==> config.mk <==
export PLATFORM = sky130hd
export DESIGN_NAME = sensor_freq_meter
export DESIGN_NICKNAME = d
export VERILOG_FILES = /design/src/rtl/sensor_pkg.sv /design/src/rtl/sensor_sync_edge.sv /design/src/rtl/sensor_freq_meter.sv
export SDC_FILE = /design/constraint.sdc
export NUM_CORES = 1
export LEC_CHECK = 0
export ABC_AREA = 0
export BUFFER_PORTS_ARGS = -buffer_cell sky130_fd_sc_hd__buf_4
export CORE_ASPECT_RATIO = 1.5
export CORE_MARGIN = 2
export CORE_UTILIZATION = 30
export CTS_CLUSTER_SIZE = 28
export DETAILED_ROUTE_END_ITERATION = 7
export GPL_TIMING_DRIVEN = 0
export SYNTH_ARGS = -nofsm -noshare
export SYNTH_HDL_FRONTEND = slang
export SYNTH_SLANG_ARGS = --single-unit
==> constraint.sdc <==
create_clock -name clk -period 2.45 [get_ports clk]
set_clock_uncertainty 0.2 [all_clocks]
set_input_delay 0.1225 -clock clk [delete_from_list [all_inputs] [get_ports clk]]
set_output_delay 0.1225 -clock clk [all_outputs]
set_load 0.01 [all_outputs]
==> src/rtl/sensor_pkg.sv <==
// Shared types and helpers for the sensor frequency meter family.
package sensor_pkg;

  // States of the period-mode measurement FSM.
  typedef enum logic {
    WAIT    = 1'b0,
    MEASURE = 1'b1
  } period_state_e;

  // Values of the mode input.
  localparam logic PERIOD_MODE = 1'b0;
  localparam logic GATE_MODE   = 1'b1;

  // Increment that sticks at limit instead of wrapping.
  function automatic logic [31:0] sat_inc(input logic [31:0] value,
                                          input logic [31:0] limit);
    return (value >= limit) ? limit : value + 32'd1;
  endfunction

endpackage

==> src/rtl/sensor_sync_edge.sv <==
// Three-flop synchroniser for an asynchronous pulse input with rising-edge detect.
// All stages reset to 1 so an input that is already high at reset is not
// mistaken for a fresh rising edge.
module sensor_sync_edge (
  input  logic clk,
  input  logic rst,
  input  logic sensor,
  output logic rise
);

  logic [2:0] sync_q;
  logic [2:0] sync_d;

  // Shift the raw input through the chain; bit 0 is the metastability catcher.
  always_comb begin
    sync_d = {sync_q[1:0], sensor};
  end

  // Synchroniser chain register, preset high on reset.
  always_ff @(posedge clk) begin
    if (rst) begin
      sync_q <= 3'b111;
    end else begin
      sync_q <= sync_d;
    end
  end

  assign rise = sync_q[1] & ~sync_q[2];

endmodule

==> src/rtl/sensor_freq_meter.sv <==
// Sensor frequency meter: period mode times AVG sensor periods in clk cycles,
// gate mode counts sensor edges in a fixed window of GATE clk cycles.
module sensor_freq_meter
  import sensor_pkg::*;
#(
  parameter int unsigned CNT_W  = 24,
  parameter int unsigned EDGE_W = 8,
  parameter int unsigned AVG    = 4,
  parameter int unsigned GATE   = 1000000
) (
  input  logic              clk,
  input  logic              rst,
  input  logic              sensor,
  input  logic              mode,
  output logic [CNT_W-1:0]  cycles,
  output logic [EDGE_W-1:0] edges,
  output logic              valid,
  output logic              overflow,
  output logic              no_signal
);

  localparam logic [CNT_W-1:0]  CNT_MAX     = '1;
  localparam logic [CNT_W-1:0]  GATE_LAST   = CNT_W'(GATE - 1);
  localparam logic [CNT_W-1:0]  GATE_CYCLES = CNT_W'(GATE);
  localparam logic [EDGE_W-1:0] EDGE_MAX    = '1;
  localparam logic [EDGE_W-1:0] AVG_LAST    = EDGE_W'(AVG - 1);
  localparam logic [EDGE_W-1:0] AVG_EDGES   = EDGE_W'(AVG);

  logic rise;

  period_state_e     state_q, state_d;
  logic              mode_q, mode_d;
  logic [CNT_W-1:0]  cnt_q, cnt_d;
  logic [CNT_W-1:0]  gcnt_q, gcnt_d;
  logic [EDGE_W-1:0] ecnt_q, ecnt_d;
  logic              sat_q, sat_d;
  logic [CNT_W-1:0]  cycles_q, cycles_d;
  logic [EDGE_W-1:0] edges_q, edges_d;
  logic              valid_q, valid_d;
  logic              overflow_q, overflow_d;
  logic              no_signal_q, no_signal_d;
  logic [EDGE_W-1:0] gate_ecnt;
  logic              gate_sat;

  sensor_sync_edge u_sync (
    .clk    (clk),
    .rst    (rst),
    .sensor (sensor),
    .rise   (rise)
  );

  // Next-state logic for both measurement modes, the mode-change abort and the result registers.
  always_comb begin
    state_d     = state_q;
    mode_d      = mode;
    cnt_d       = cnt_q;
    gcnt_d      = gcnt_q;
    ecnt_d      = ecnt_q;
    sat_d       = sat_q;
    cycles_d    = cycles_q;
    edges_d     = edges_q;
    valid_d     = 1'b0;
    overflow_d  = overflow_q;
    no_signal_d = no_signal_q;
    gate_ecnt   = rise ? EDGE_W'(sat_inc(32'(ecnt_q), 32'(EDGE_MAX))) : ecnt_q;
    gate_sat    = sat_q | (rise & (ecnt_q == EDGE_MAX));

    if (mode != mode_q) begin
      state_d = WAIT;
      cnt_d   = '0;
      gcnt_d  = '0;
      ecnt_d  = '0;
      sat_d   = 1'b0;
    end else if (mode_q == GATE_MODE) begin
      if (gcnt_q == GATE_LAST) begin
        cycles_d    = GATE_CYCLES;
        edges_d     = gate_ecnt;
        valid_d     = 1'b1;
        overflow_d  = gate_sat;
        no_signal_d = (gate_ecnt == '0);
        gcnt_d      = '0;
        ecnt_d      = '0;
        sat_d       = 1'b0;
      end else begin
        gcnt_d = gcnt_q + CNT_W'(1);
        ecnt_d = gate_ecnt;
        sat_d  = gate_sat;
      end
    end else begin
      case (state_q)
        WAIT: begin
          if (rise) begin
            state_d = MEASURE;
            cnt_d   = CNT_W'(1);
            ecnt_d  = '0;
          end
        end
        MEASURE: begin
          if (rise && (ecnt_q == AVG_LAST)) begin
            cycles_d    = cnt_q;
            edges_d     = AVG_EDGES;
            valid_d     = 1'b1;
            overflow_d  = 1'b0;
            no_signal_d = 1'b0;
            cnt_d       = CNT_W'(1);
            ecnt_d      = '0;
          end else if (cnt_q == CNT_MAX) begin
            no_signal_d = 1'b1;
            state_d     = WAIT;
            cnt_d       = '0;
            ecnt_d      = '0;
          end else begin
            cnt_d = cnt_q + CNT_W'(1);
            if (rise) begin
              ecnt_d = ecnt_q + EDGE_W'(1);
            end
          end
        end
        default: begin
          state_d = WAIT;
        end
      endcase
    end
  end

  // State, counter and result registers with synchronous reset.
  always_ff @(posedge clk) begin
    if (rst) begin
      state_q     <= WAIT;
      mode_q      <= mode;
      cnt_q       <= '0;
      gcnt_q      <= '0;
      ecnt_q      <= '0;
      sat_q       <= 1'b0;
      cycles_q    <= '0;
      edges_q     <= '0;
      valid_q     <= 1'b0;
      overflow_q  <= 1'b0;
      no_signal_q <= 1'b0;
    end else begin
      state_q     <= state_d;
      mode_q      <= mode_d;
      cnt_q       <= cnt_d;
      gcnt_q      <= gcnt_d;
      ecnt_q      <= ecnt_d;
      sat_q       <= sat_d;
      cycles_q    <= cycles_d;
      edges_q     <= edges_d;
      valid_q     <= valid_d;
      overflow_q  <= overflow_d;
      no_signal_q <= no_signal_d;
    end
  end

  assign cycles    = cycles_q;
  assign edges     = edges_q;
  assign valid     = valid_q;
  assign overflow  = overflow_q;
  assign no_signal = no_signal_q;

endmodule

# Word-level counts from Yosys, hierarchy flattened
# Cells that the tools add are included.
# op_classes
n_addsub	4
mul	0
div_mod_pow	0
n_lt_le_gt_ge	1
eq_ne	9
shift	0
muxes	40
n_bitwise	7
reduce_logical	10
# ops
cell	n
$mux 24	8
$mux 8	12
$add 24x1->24 const B	2
$pmux 24 s2	1
$eq 24x20->1 const B	1
$eq 24x24->1 const B	1
$mux 1	17
$add 8x1->8 const B	2
$pmux 8 s2	1
$eq 8x2->1 const B	1
$eq 8x8->1 const B	1
$ge 8x8->1 const B	1
$logic_not 8->1	1
$reduce_and 4->1	2
$ne 5x2->1 const B	1
$not 1->1	4
$reduce_and 2->1	2
$reduce_bool 2->1	2
$ne 3x3->1 const B	1
$reduce_bool 3->1	1
$and 1x1->1	2
$ne 2x1->1 const B	1
$ne 2x2->1 const B	1
$pmux 1 s2	1
4 further kinds	4
# word_totals
ff_bits	97
latchBits	0
ramBits	0
rom_bits	0
input_bits	4
output_inout_bits	35
wordCells	83
memories	0

# Logic depth before layout (Yosys ltp)
# Gate-level depths: netlist of run 1.
# depth
depth_word	7
mapped_depth	9

# By module
# Synthesis of run 1 repeated with hierarchy kept, for this count alone.
# unflattened
hier_cells	557
area_unflattened_um2	4628.2
# modules_own_cells
mod	instances	cells_per_inst	area_each_um2	seq_area_each_um2
sensor_freq_meter	1	550	4543.1	1881.8
sensor_sync_edge	1	7	85.1	60.1

# Worst setup path before layout of run 1
# Ideal clock, no wire load.
# synth_path
path_kind	flip-flop to flip-flop
start	reg ecnt_q[1]
end	reg edges_q[6] (netlist: edges[6])
setup_ps	132
arrival_ps	2181
path_slack_ps	-63
path_stages_with_launch	10
cell_sequence	dfxtp_1 -> ha_1 -> or4b_4 -> or4_4 -> buf_6 -> o41a_1 -> buf_2 -> buf_6 -> nand2_1 -> a21oi_1
# synth_between
elab_chain_len	5
# synth_lines
item	line_no	text
start: declaration	sensor_freq_meter.sv:35	logic [EDGE_W-1:0] ecnt_q, ecnt_d;
start signal: assignment	sensor_freq_meter.sv:145	ecnt_q <= ecnt_d;
$add 8x1->8 / $ge 8x8->1 (equally long branches)	sensor_pkg.sv:17	return (value >= limit) ? limit : value + 32'd1;
$mux 8	sensor_pkg.sv:17	
$mux 8	sensor_freq_meter.sv:65	gate_ecnt = rise ? EDGE_W'(sat_inc(32'(ecnt_q), 32'(EDGE_MAX))) : ecnt_q;
$mux 8	sensor_freq_meter.sv:75	if (gcnt_q == GATE_LAST) begin
$mux 8	sensor_freq_meter.sv:74	end else if (mode_q == GATE_MODE) begin
end signal: assignment	sensor_freq_meter.sv:148	edges_q <= edges_d;
end: declaration	sensor_freq_meter.sv:38	logic [EDGE_W-1:0] edges_q, edges_d;
# Parallel ways exist; a longest one is shown, timed or not. The select of a mux whose other input is x is not followed.
# A chain may end at the register's enable or synchronous reset.

# Worst setup path in the final report of run 1
# layout_path
start	reg ecnt_q[0]
end	reg cycles_q[23] (netlist: cycles[23])
# layout_between
elab_chain_len	4
# layout_lines
item	line_no	text
$eq 8x2->1	sensor_freq_meter.sv:99	if (rise && (ecnt_q == AVG_LAST)) begin
$logic_and 1x1->1	sensor_freq_meter.sv:99	
$reduce_bool 2->1 (no source line)	n/a	
$reduce_and 4->1 (no source line)	n/a	
end signal: assignment	sensor_freq_meter.sv:147	cycles_q <= cycles_d;
end: declaration	sensor_freq_meter.sv:37	logic [CNT_W-1:0] cycles_q, cycles_d;
# Every way passes these cells.

==> results.tsv, run 1 <==
metric	value	unit
status	finished clean	
clock.fmax	416.3	MHz
drive_gt1_share	17.94	%
hold_violations	0	
critical-path-max-stage-delay	0.51	ns
final_antenna_net_count	0	
rows	55	
post_drt_wl_per_cell	15.49	um
clkSinkCount	97	
cts_buffers	9	
synthCells	564	
grt_max_degree	16	
insertion_delay	0.35	ns
dieHeight	156.4	um
p_total	3.211	mW
fin_crit_sh	98.05	%
clockBufferDepth	2	
synthArstFlopShare	0	%
fin_crit	2.402	ns
peakVddDrop	0.2958	mV
utilization	38.06	%
synthToLayoutAreaGrowth	24.02	%
p_leak	2.005	nW
end_kind	flip-flop	
wirelength	12840	um
fp.coreArea	15140	um2
clockPowerShare	46.3	%
drv_slew	0	
final_nets	633	
synthTopCellsByArea	dfxtp_1 (42%), nor2_1 (5.8%), xnor2_1 (5.1%)	
mappedNetlistArea	4646	um2
crit_path_max_fanout	10	
grt_pass1_vias	4187	
drt-initial-drc-count	213	
final_common_cell	dfxtp_1	
rsz0062_at_grt	true	
relSlewSlack	62.89	%
synth_ff_type	dfxtp_1	
synth-edff-count	0	
yosysTopAreaCell	dfxtp_1	
start_util	30.69	%
cp.arrival	2.48	ns
dp_slack	-0.6143	ns
vias_per_cell	5.186	
grt-ovfl-total	0	
p_sw	706.5	uW
die_w	105.6	um
filler_cell_count	1588	
ys_ff_latch	97	
holdCritPathClass	flip-flop to flip-flop	
place.gp.congestion	0.9178	
pwr-share-seq	49.5	%
worst_pin_slew	0.5555	ns
layout_common_cells	dfxtp_1 (94), nor2_1 (72), nand2_1 (54)	
cp.required	2.53	ns
synth_fp_nets	572	
antenna_found_initial	0	
start_kind	flip-flop	
p_per_area	557.3	nW/um2
intPower	2.505	mW
root_buffer	clkbuf_16	
clk_pin_slew	0.06	ns
port_buffers	38	
cts_tree	yes	
drt-pass1-iter-count	5	
crit_chain	ha_4, or4b_4, or4_4, o41ai_4, buf_12, buf_8, nand3_1, a21oi_2	
maxCapViolations	0	
vias	4299	
syn_area_per_cell	8.237	um2
r2r_slack	0.05	ns
seq_area_frac_synth	41.80	%
antenna_cells	0	
grt_pass1_wl	20880	um
cp_slowest_cell	or4b_4	
dp_hpwl	9438	um
cts.htree.levels	3	
drc	0	
ys_warn_count	0	
setup_ws	0.04772	ns
swShare	22.00	%
dieArea	16520	um2
ios	39	
yosys.area.top_type_share	41.80	%
final-setup-viol-count	0	
critical_path_class	flip-flop to flip-flop	
grt_use_total	15.73	%
yosysUniqueCellTypes	58	
p_comb_share	4.3	%
==> power groups by stage <==
| stage | combinational [mW] | clock, mW | sequential, mW |
|---|---|---|---|
| 5_1_grt | 0.151 | 1.57 | 1.59 |
| 6_report | 0.136 | 1.49 | 1.59 |
| 3_5_place_dp | 0.122 | 0 | 1.63 |
| 4_1_cts | 0.136 | 1.51 | 1.59 |
| 2_1_floorplan | 0.0807 | 0 | 1.62 |
| 3_3_place_gp | 0.122 | 0 | 1.63 |
==> cell families (layout without fill, tap and decap cells) <==
family | count (synthesis) | after routing | share of synthesized area (%)
compound gates | 93 | 93 | 13.33
flops | 97 | 97 | 41.80
buf+inv | 45 | 111 | 4.902
xor+xnor | 45 | 45 | 8.484
mux | 5 | 5 | 1.077
simple gates | 275 | 275 | 29.33
fa+ha+maj | 4 | 4 | 1.077
==> metrics by stage <==
stage	instances	TNS, ns	instance area [um2]	hold WS [ns]
after global placement	801	-27.29	5200	0.09659
final	829	0	5762	0.2177
after floorplan	564	0	4666	-0.04978
after CTS	822	0	5645	0.2259
after global routing	829	-0.1305	5762	0.2438
after detailed placement	801	-31.61	5200	0.09667
==> Yosys cell counts, types with 4 or more instances <==
cell	count
buf_2	5
inv_1	14
and3_1	14
nor3_1	35
buf_6	4
xnor2_1	27
or3_1	4
nand4_1	12
nand2_1	58
nand2b_1	4
a21oi_1	47
nor2_1	72
or2_2	4
and4_1	6
dfxtp_1	97
ha_1	4
nor4_1	10
o21ai_0	9
nand3_1	40
xor2_1	18
clkbuf_1	19
mux2i_1	5
==> metal layers <==
layer / GRT usage [%] / wire length (um) / vias up
met4: 7.268 / 393 / 0
li1: - / - / 2120
met1: 18.75 / 5550 / 2054
met3: 2.582 / 451 / 24
met2: 27.50 / 6442 / 101
met5: 0 / 0 / -
==> final timing paths <==
check,startpoint,to,cells after the start
max,ecnt_q[0],cycles[23],8
max reg2reg,ecnt_q[0],cycles[23],8
min,u_sync.sync_q[0],u_sync.sync_q[1],1
min reg2reg,u_sync.sync_q[0],u_sync.sync_q[1],1
==> state kept, by name, indices dropped and copies added (netlist names) <==
signal	cells
cycles	24
mode_q	1
no_signal	1
ecnt_q	8
state_q	1
sat_q	1
edges	8
overflow	1
gcnt_q	24
cnt_q	24
u_sync.sync_q	3
valid	1
==> final cells by class <==
type                    count  area [um2]  area share [%]
plain buffers              27       178.9           3.105
clock buffers              13       270.3           4.691
clock inverters             3       46.29          0.8035
inverters                  14       52.55          0.9121
multi-input cells         422        2586           44.89
flip-flops and latches     97        1953           33.90
well taps                 199       249.0           4.321
repair buffers             54       425.4           7.383
==> critical path: cells and delay by family, from the launching register on <==
family | cells | cell delay, ns
AND/OR/NAND/NOR | 3 | 1.08
flip-flops | 1 | 0.37
buffers and inverters | 2 | 0.31
AO/OA/AOI/OAI | 2 | 0.23
adder cells (fa/ha/maj) | 1 | 0.13
==> repair_timing <==
action / in CTS / in global routing
setup endpoints to repair: 89 / 77
resized for setup: 20 / 20
hold endpoints to repair: 5 / 0
hold buffers: 3 / 0
buffers inserted: 4 / 9
pin swaps: 4 / 9
(Power assumes the default switching activity.)
==> run 2: changes to the inputs <==
--- a/config.mk
+++ b/config.mk
@@ -5,7 +5,7 @@
 export SDC_FILE = /design/constraint.sdc
 export NUM_CORES = 1
 export LEC_CHECK = 0
-export ABC_AREA = 0
+export ABC_AREA = 1
 export BUFFER_PORTS_ARGS = -buffer_cell sky130_fd_sc_hd__buf_4
 export CORE_ASPECT_RATIO = 1.5
 export CORE_MARGIN = 2
==> results.tsv, run 2 <==
metric	value	unit	change
end_kind	flip-flop		
clkSinkCount	97		unchanged
post-synth-top-count-cell	nand2_1		
start_util	30.60	%	-0.089 points
synthToLayoutAreaGrowth	18.21	%	
synth_ff_type	dfxtp_1		
yosysTopAreaCell	dfxtp_1		
synthArstFlopShare	0	%	unchanged
drc	0		unchanged
drt-initial-drc-count	180		-15%
ys_warn_count	0		unchanged
synth_compound_area_share	9.295	%	-4.0 points
final-setup-viol-count	0		unchanged
yosysUniqueCellTypes	36		-38%
dieHeight	161.4	um	+3.2%
synth-edff-count	0		unchanged
critical_path_class	flip-flop to flip-flop		
yosys.area.top_type_share	39.20	%	-2.6 points
die_w	108.9	um	+3.1%
dp_hpwl	10180	um	+7.9%
cp_slowest_cell	dfxtp_1		
synthAdderAreaFrac	1.010	%	-0.067 points
insertion_delay	0.35	ns	about the same
vias	4610		+7.2%
peakVddDrop	0.3251	mV	+9.9%
port_buffers	38		unchanged
ys_ff_latch	97		unchanged
mappedNetlistArea	4954	um2	+6.6%
cp.required	2.48	ns	-0.05 ns
status	finished clean		
cts.htree.levels	3		unchanged
clock.fmax	457.8	MHz	+10%
cts-resized-gates	0		-100%
cts_tree	yes		
synth_fp_nets	734		+28%
grt_max_degree	16		unchanged
drive_gt1_share	14.43	%	-3.5 points
grt_use_total	15.42	%	-0.31 points
grt_pass1_wl	21190	um	+1.5%
fin_crit	2.184	ns	-0.2179 ns
synthMuxAreaShare	0	%	-1.1 points
maxCapViolations	0		unchanged
hold_violations	0		unchanged
critical-path-max-stage-delay	0.37	ns	-0.14 ns
post_drt_wl_per_cell	13.30	um	-14%
crit_chain	ha_1, nand2_1, nor2_1, nand2_1, nor2_1, nand2_1, inv_2, o21ai_2, inv_2, o21ai_0, nor2_1		
grt-ovfl-total	0		unchanged
clockBufferDepth	2		unchanged
rsz0062_at_grt	false		
synth-simple-area-share	37.26	%	+7.9 points
cp.arrival	2.22	ns	-0.26 ns
fp.coreArea	16190	um2	+6.9%
syn_area_per_cell	6.823	um2	-17%
synthTopCellsByArea	dfxtp_1 (39%), nand2_1 (13%), nor2_1 (9.1%)		
root_buffer	clkbuf_16		
setup_ws	0.2656	ns	+0.2179 ns
vias_per_cell	4.661		-10%
setup_tns	0	ns	unchanged
dieArea	17580	um2	+6.4%
drv_slew	0		unchanged
cts_buffers	9		unchanged
antenna_found_initial	0		unchanged
crit_path_max_fanout	9		-1
synth_top_family_by_area	simple AND/OR/NAND/NOR gates		
dp_slack	0.2787	ns	+0.8929 ns
ios	39		unchanged
grt_pass1_vias	4406		+5.2%
antenna_cells	0		unchanged
start_kind	flip-flop		
rows	57		+3.6%
synthCells	726		+29%
final_nets	787		+24%
filler_cell_count	1763		+11%
seq_area_frac_synth	39.20	%	-2.6 points
relSlewSlack	62.62	%	-0.27 points
synthTopCellsByCount	nand2_1 (170), nor2_1 (120), dfxtp_1 (97)		
fin_crit_sh	89.16	%	-8.9 points
clk_pin_slew	0.07	ns	about the same
wirelength	13150	um	+2.4%
worst_pin_slew	0.5607	ns	+0.005194 ns
p_per_area	576.5	nW/um2	+3.4%
p_leak	2.334	nW	+16%
drt-pass1-iter-count	5		unchanged
place.gp.congestion	0.8647		-5.8%
final_antenna_net_count	0		unchanged
synth-xor-area-share	4.067	%	-4.4 points
layout_common_cells	nand2_1 (170), nor2_1 (120), dfxtp_1 (97)		
holdCritPathClass	flip-flop to flip-flop		
final_common_cell	nand2_1		
run 2: changes by cell type after synthesis, sizes merged, moves of 20 or more:
cell,previous run,this run
nand2,58,175
o21ai,10,40
nor2,72,126
inv,14,77
nand3,40,60
xnor2,27,6
run 2: cells by family after synthesis:
logic type	Yosys count
simple gates	420
compound gates	79
buf+inv	103
flops	97
xor+xnor	23
fa+ha+maj	4
run 2: final timing paths:
kind | from | end | slack, ns | depth (start not counted)
min | u_sync.sync_q[0] | u_sync.sync_q[1] | 0.22 | 1
max reg2reg | cnt_q[0] | ecnt_q[1] | 0.27 | 11
max | cnt_q[0] | ecnt_q[1] | 0.27 | 11
min reg2reg | u_sync.sync_q[0] | u_sync.sync_q[1] | 0.22 | 1
run 2: stage by stage:
stage / instance area (um2) / power (mW) / hold slack (ns) / utilization (%) / instances
after detailed placement: 5497 / 1.880 / 0.06983 / 33.95 / 970
after global placement: 5497 / 1.880 / 0.06905 / 33.95 / 970
after CTS: 5856 / 3.417 / 0.2195 / 36.17 / 989
after global routing: 5856 / 3.508 / 0.2471 / 36.17 / 989
after floorplan: 4954 / 1.801 / -0.04978 / - / 726
final: 5856 / 3.376 / 0.2165 / 36.17 / 989
run 2: cell type report:
class                           count  area (um2)  share of cell area (%)
Sequential cell                    97        1942                   33.16
Buffer                             24       157.7                   2.692
Inverter                           79       296.5                   5.064
Clock buffer                       10       239.0                   4.081
Multi-Input combinational cell    526        2557                   43.68
Timing Repair Buffer               42       325.3                   5.556
Clock inverter                      5       80.08                   1.368
Tap cell                          206       257.7                   4.402
run 2: routing by layer:
layer	GRT usage, %	up-vias	share of wire, %
met1	16.45	2088	40
met5	0	-	0
met2	29.59	76	55
met3	2.421	15	3.0
met4	5.536	0	2.2
li1	-	2431	-
run 2: what timing repair did:
action	4_1_cts	5_1_grt
hold buffers	4	0
hold endpoints to repair	3	0
setup buffers	0	0
run 2: where the power goes:
group	total (mW)	internal [mW]	switching [mW]
registers	1.61	1.60	0.0150
logic	0.237	0.0797	0.157
clock network	1.53	0.915	0.612
total	3.38	2.59	0.785
run 2: worst max-delay path: cells and delay by family (launching register included):
family	cells	cell delay, ns
AO/OA/AOI/OAI	2	0.54
adder cells (fa/ha/maj)	1	0.23
buffers and inverters	2	0.27
flip-flops	1	0.37
AND/OR/NAND/NOR	6	0.48
==> run 3: changes to the inputs <==
--- a/config.mk
+++ b/config.mk
@@ -13,6 +13,7 @@
 export CTS_CLUSTER_SIZE = 28
 export DETAILED_ROUTE_END_ITERATION = 7
 export GPL_TIMING_DRIVEN = 0
+export SETUP_SLACK_MARGIN = 0.3
 export SYNTH_ARGS = -nofsm -noshare
 export SYNTH_HDL_FRONTEND = slang
 export SYNTH_SLANG_ARGS = --single-unit
==> results.tsv, run 3 (synthesis gave the netlist of run 2 again) <==
metric	value	unit	change
grt_pass1_vias	4417		+0.25%
utilization	37.27	%	+1.1 points
rows	57		unchanged
p_per_area	563.8	nW/um2	-2.2%
grt_max_degree	16		unchanged
drive_gt1_share	17.22	%	+2.8 points
cts_tree	yes		
drv_slew	0		unchanged
wirelength	13380	um	+1.8%
cp.arrival	2.07	ns	-0.15 ns
status	finished clean		
root_buffer	clkbuf_16		
antenna_found_initial	0		unchanged
cts_buffers	9		unchanged
grt-ovfl-total	0		unchanged
maxCapViolations	0		unchanged
peakVddDrop	0.3275	mV	+0.74%
hold_violations	0		unchanged
insertion_delay	0.35	ns	about the same
final_common_cell	nand2_1		
holdCritPathClass	flip-flop to flip-flop		
dieHeight	161.4	um	unchanged
worst_pin_slew	0.5622	ns	+0.001506 ns
cts.htree.levels	3		unchanged
rsz0062_at_grt	false		
vias_per_cell	4.671		+0.20%
port_buffers	38		unchanged
crit_path_max_fanout	5		-4
place.gp.congestion	0.8647		unchanged
p_leak	2.392	nW	+2.5%
clockBufferDepth	2		unchanged
die_w	108.9	um	unchanged
synthToLayoutAreaGrowth	21.82	%	
drt-initial-drc-count	211		+17%
clkSinkCount	97		unchanged
fin_crit_sh	83.00	%	-6.2 points
drc	0		unchanged
final_nets	794		+0.89%
hold_slack	0.2164	ns	-0.00009100 ns
final-setup-viol-count	0		unchanged
placed_cells	970		unchanged
grt_use_total	15.42	%	about the same
fp.coreArea	16190	um2	unchanged
ios	39		unchanged
clk_pin_slew	0.07	ns	about the same
critical_path_class	flip-flop to flip-flop		
start_kind	flip-flop		
place_area	5497	um2	unchanged
p_total	3.402	mW	+0.79%
final_cells	996		+0.71%
drt-pass1-iter-count	4		-1
start_util	30.60	%	unchanged
grt_pass1_wl	21220	um	+0.13%
dp_hpwl	10180	um	unchanged
layout_common_cells	nand2_1 (165), nor2_1 (119), dfxtp_1 (91)		
setup_ws	0.4166	ns	+0.1510 ns
cp.required	2.49	ns	about the same
antenna_cells	0		unchanged
end_kind	flip-flop		
fin_crit	2.033	ns	-0.1510 ns
dp_slack	0.2787	ns	unchanged
clock.fmax	491.8	MHz	+7.4%
dieArea	17580	um2	unchanged
post_drt_wl_per_cell	13.44	um	+1.1%
finalInstanceArea	6035	um2	+3.1%
setup_tns	0	ns	unchanged
vias	4652		+0.91%
final_antenna_net_count	0		unchanged
relSlewSlack	62.52	%	-0.10 points
==> run 3: routing by layer <==
metal	up-vias	GRT usage [%]	wire, um
met1	2133	16.45	5241
met5	-	0	0
met3	13	2.421	376
met2	66	29.62	7482
li1	2440	-	-
met4	0	5.536	284
==> run 3: final cells by class <==
| class | instances | area, um2 |
|---|---|---|
| buffer | 24 | 168.9 |
| inverter | 79 | 299.0 |
| multi-input combinational | 526 | 2625 |
| clock buffer | 10 | 239.0 |
| fill | 1740 | 10150 |
| tap | 206 | 257.7 |
| clock inverter | 5 | 80.08 |
| sequential | 97 | 1952 |
| timing repair buffer | 49 | 412.9 |
==> run 3: power by group <==
| group | internal (mW) | switching, mW | total, mW |
|---|---|---|---|
| Sequential | 1.60 | 0.0159 | 1.61 |
| Combinational | 0.0989 | 0.165 | 0.264 |
| Clock | 0.915 | 0.611 | 1.53 |
==> run 3: what timing repair did <==
| item | 4_1_cts | 5_1_grt |
|---|---|---|
| pin swaps | 0 | 7 |
| hold buffers | 4 | 0 |
| cloned | 0 | 2 |
| endpoints found under the setup margin | 26 | 58 |
| gates resized for setup | 2 | 25 |
| buffers inserted | 0 | 5 |
| endpoints found under the hold margin | 3 | 0 |
==> run 3: path summary, 6_finish.rpt <==
kind / startpoint / endpoint / slack, ns / cells past startpoint
min: u_sync.sync_q[0] / u_sync.sync_q[1] / 0.22 / 1
max: cnt_q[0] / cnt_q[3] / 0.42 / 13
min reg2reg: u_sync.sync_q[0] / u_sync.sync_q[1] / 0.22 / 1
max reg2reg: cnt_q[0] / cnt_q[3] / 0.42 / 13
==> run 3: critical path, stage by stage, from the launching register on <==
cell and delay [ns]:
dfxtp_4 0.37, ha_1 0.16, nand2_1 0.08, inv_2 0.08
nand3_2 0.10, nor2_4 0.17, nand3_4 0.10, inv_2 0.08
nand2_2 0.10, nand2_2 0.08, nand2_2 0.08, nand2_4 0.12
clkbuf_16 0.16, a21oi_1 0.04
